<file path="src/rtl/sram_pkg.sv">
// Shared constants, cycle classification and read-pipe beat type for the SRAM device model.
package sram_pkg;

  localparam int SRAM_DQ_W    = 16;
  localparam int SRAM_ADDR_W  = 18;
  localparam int READ_LAT_MAX = 4;

  typedef enum logic [1:0] {
    IDLE,
    WRITE,
    READ,
    DESEL_OUT
  } cycle_class_t;

  typedef enum logic [1:0] {
    PERR_NONE,
    PERR_WE_OE,
    PERR_WE_DRIVE,
    PERR_UNKNOWN
  } proto_cause_t;

  typedef struct packed {
    logic                 valid;
    logic [SRAM_DQ_W-1:0] data;
    logic                 ub_n;
    logic                 lb_n;
  } rd_beat_t;

  // WE_N outranks OE_N, so a write with OE_N low still counts as a write.
  function automatic cycle_class_t classify(input logic ce_n, input logic we_n, input logic oe_n);
    if (ce_n) return IDLE;
    if (!we_n) return WRITE;
    if (!oe_n) return READ;
    return DESEL_OUT;
  endfunction

endpackage

</file>
<file path="src/rtl/sram_read_pipe.sv">
// Fixed-depth delay line carrying captured read beats from the capture register to the bus head.
module sram_read_pipe
  import sram_pkg::*;
#(
  parameter int READ_LAT = 1
) (
  input  logic     clk,
  input  logic     rst,
  input  rd_beat_t din,
  output rd_beat_t dout
);

  rd_beat_t stage_reg [READ_LAT];

  // Only the valid bits are cleared; payload bits are don't-care once invalid.
  always_ff @(posedge clk) begin
    if (!rst) begin
      for (int i = 0; i < READ_LAT; i++) begin
        stage_reg[i].valid <= 1'b0;
      end
    end else begin
      stage_reg[0] <= din;
      for (int i = 1; i < READ_LAT; i++) begin
        stage_reg[i] <= stage_reg[i-1];
      end
    end
  end

  assign dout = stage_reg[READ_LAT-1];

endmodule

</file>
<file path="config.mk">
export PLATFORM = sky130hd
export DESIGN_NAME = sram_read_pipe
export DESIGN_NICKNAME = d
export VERILOG_FILES = /design/src/rtl/sram_pkg.sv /design/src/rtl/sram_read_pipe.sv
export SDC_FILE = /design/constraint.sdc
export NUM_CORES = 1
export LEC_CHECK = 0
export ABC_AREA = 1
export BUFFER_PORTS_ARGS = -buffer_cell sky130_fd_sc_hd__buf_2
export CAP_MARGIN = 5
export CORE_UTILIZATION = 45
export DETAILED_ROUTE_END_ITERATION = 7
export PLACE_DENSITY = 0.9
export SYNTH_ARGS = -nofsm -noshare
export SYNTH_HDL_FRONTEND = slang
export SYNTH_SLANG_ARGS = --single-unit
</file>
<file path="constraint.sdc">
create_clock -name clk -period 1.4 [get_ports clk]
set_input_delay 0.07 -clock clk [delete_from_list [all_inputs] [get_ports clk]]
set_output_delay 0.07 -clock clk [all_outputs]
set_load 0.03 [all_outputs]
</file>
---- Word-level counts from Yosys, hierarchy flattened ----
Memory sizes are Yosys's and may differ from the RTL's.
Index checks and enable logic that the tools add are counted.
Widths: inputs -> output; s select.
storage, ports and cells
  memories kept ........................... 1
  logic and storage cells ................. 6
  memory bits (writable) .................. 19
  bits of input ports ..................... 21
  register bits after elaboration ......... 0
  output and inout bits ................... 19
cells by class
  multiplexer cells ....................... 4
  reductions and logical operators ........ 1
memory list
  name       depth  bits a word  rd ports  clocked after Yosys merged registers in  wr ports  line                  source
  stage_reg  1      19           1         0                                        1         sram_read_pipe.sv:13  rd_beat_t stage_reg [READ_LAT];
operators by type and width
  kind              number
  $mux 19           1
  $reduce_or 19->1  1
  $mux 1            2
  $mux 2            1

---- Logic depth before layout (Yosys ltp) ----
  depth in word-level cells ............... 3
  gate-level depth with buffers ........... 4
  depth with buffers taken out ............ 2

---- Least setup slack after synthesis ----
OpenSTA, ideal clock, no wires.
  path type ............................... input -> register
  start ................................... in rst
  end ..................................... mem stage_reg[0][10] (netlist bit) (data pin)
  arrival time ............................ 0.384 ns
  library setup time ...................... 0.249 ns
  path buffers ............................ 2
  data required time ...................... 1.151 ns
  stages on the path ...................... 4
  path slack .............................. 0.767 ns
  path through ............................ buf_6 -> buf_12 -> nand2_1 -> inv_1
RTL lines
  what                line                  source
  start: declaration  sram_read_pipe.sv:8   input logic rst,
  end: declaration    sram_read_pipe.sv:13

==> impl_metrics.tcl <==
set metrics [dict create \
    num_vias 499 \
    critPathSlowestCell "edfxtp_1" \
    largest_reg_flops 19 \
    leakagePower_nw 0.558 \
    regArea_sq_um 561 \
    start_util_pct 48.4 \
    avgSynthCellArea_sq_um 12.5 \
    final.min_clock_period_ns 0.953 \
    cp-end-kind "output port" \
    syn_inst 59 \
    dr.pass1.iters 3 \
    cts_max_level 1 \
    via_per_inst 4.23 \
    multi_input_area_sq_um 73.8 \
    synth_seq_area_share_pct 76.1 \
    rows 14 \
    yosys.area.top_type "edfxtp_1" \
    status "complete, no violations" \
    slew_headroom_pct 79.1 \
    cts_buffer_depth 2 \
    hp-class "input port to flop" \
    drt_iter0_markers 8 \
    crit_family "flip-flops" \
    path_cells "buf_2" \
    final_nets 124 \
    cts-root-buf "clkbuf_4" \
    synth_top_area_share_pct 73.3 \
    drive_above_1_share_pct 44.1 \
    tightestPinTransition_ns 0.313 \
    path_max_fanout 1 \
    cts_tree "done" \
    cts.sinks 19 \
    grt_first_pass_wirelength_mm 1.80 \
    yosys_warnings 0 \
    rsz0062_at_grt "false" \
    die_w_um 42.5 \
    hold_viol_final 0 \
    slew_violations 0 \
    clkTransAtPathRegs_ns 0.10 \
    n_antenna_cell 0 \
    setup_viol 0 \
    post-route-worst-setup-slack_ns 0.447 \
    syn_area_sq_um 737 \
    wl_per_cell_um 10.3 \
    slowest_delay_ns 0.40 \
    antenna_found_initial 0 \
    overflow 0 \
    crit_buf_inv 1 \
    start_kind "flop" \
    dp_hpwl_um 905 \
    grt.total_usage_pct 15.2 \
    ys_ff_latch 19 \
    numCtsBuffers 3 \
    portBuffers 39 \
    top_level_ports 40 \
    grt_max_degree 23 \
    max_freq_mhz 1050 \
    area_delta_synth_final_pct 32.8 \
    ir_drop_v 0.000633 \
    p_per_area_nw_per_um2 1170 \
    synth_fp_nets 80 \
    die_h_um 42.5 \
    finalWirelength_mm 1.22 \
    ys_types 7 \
    gp_congestion 0.636 \
    yosys-top-cells-area "edfxtp_1 73%, inv_1 9.7%, nand2_1 9.2%, buf_12 2.7%, dfxtp_1 2.7%" \
    tns_ns 0 \
    remaining_drc_errors 0 \
    final_common_cell "buf_2" \
    ant_nets 0 \
    critPathRequiredTime_ns 1.33 \
    min_period_over_period_pct 68.1 \
    core_sq_um 1520 \
    final_cell_mix "39 x buf_2, 19 x inv_1, 18 x nand2_1, 18 x edfxtp_1, 3 x clkbuf_4" \
    fillCellCount 132 \
    cp.arrival_ns 0.88 \
    drv_cap 0 \
    path_class "flop to output port" \
    dieArea_sq_um 1800 \
    dpl_worst_slack_ns 0.544 \
    grt_pass1_vias 416 \
]
-- synth_stat cells --
cell type   n
dfxtp_1     1
edfxtp_1   18
nand2_1    18
buf_12      1
inv_1      19
nand2_2     1
buf_6       1
-- worst min-delay path, cell delays in order --
cell and delay [ns]:
buf_2 0.07, nand2_1 0.04, inv_1 0.04
-- report_power, final --
part / total [mW] / switching (mW) / leakage [nW] / internal [mW]
sequential: 0.679 / 0.00976 / 0.182 / 0.669
clock: 0.263 / 0.157 / 0.0177 / 0.106
combinational: 0.204 / 0.140 / 0.358 / 0.0642
-- cells by family after synthesis --
family / share of synthesized area, %
buffers and inverters: 13.9
DFF: 76.1
and+or+nand+nor: 10.0
-- what timing repair did --
item | in CTS | in global routing
hold buffers | 1 | 0
endpoints found under the hold margin | 1 | 0
gates resized for setup | 0 | 0
setup buffers | 0 | 0
-- per-layer routing --
layer  wire, um  GRT usage, %
met4          0          13.1
met3         47          2.59
met5          0             0
met1        414          13.6
met2        758          28.3
-- metrics by stage --
stage               total power [mW]  std cells  area (sq um)  hold slack (ns)  utilization (%)
global route                    1.20        118           978           0.0252             64.2
CTS                             1.16        118           978           0.0204             64.2
global placement               0.887        113           941            0.248             61.7
detailed placement             0.895        113           941            0.264             61.7
finish                          1.15        118           978           0.0288             64.2
floorplan                      0.819         59           737            0.163                -
-- cell type report --
type	count	share of cell area (%)
tap	16	2.05
clock inverter	1	0.512
sequential	19	57.3
timing repair buffer	41	23.0
inverter	19	7.29
clock buffer	3	2.30
multi-input combinational	19	7.54
-- worst paths after layout --
path	startpoint	end	slack, ns	cells after the start
setup / recovery	stage_reg[0][16]	dout[16]	0.45	1
hold / removal	din[7]	stage_reg[0][7]	0.03	3
Power figures use the tool's default switching activity.
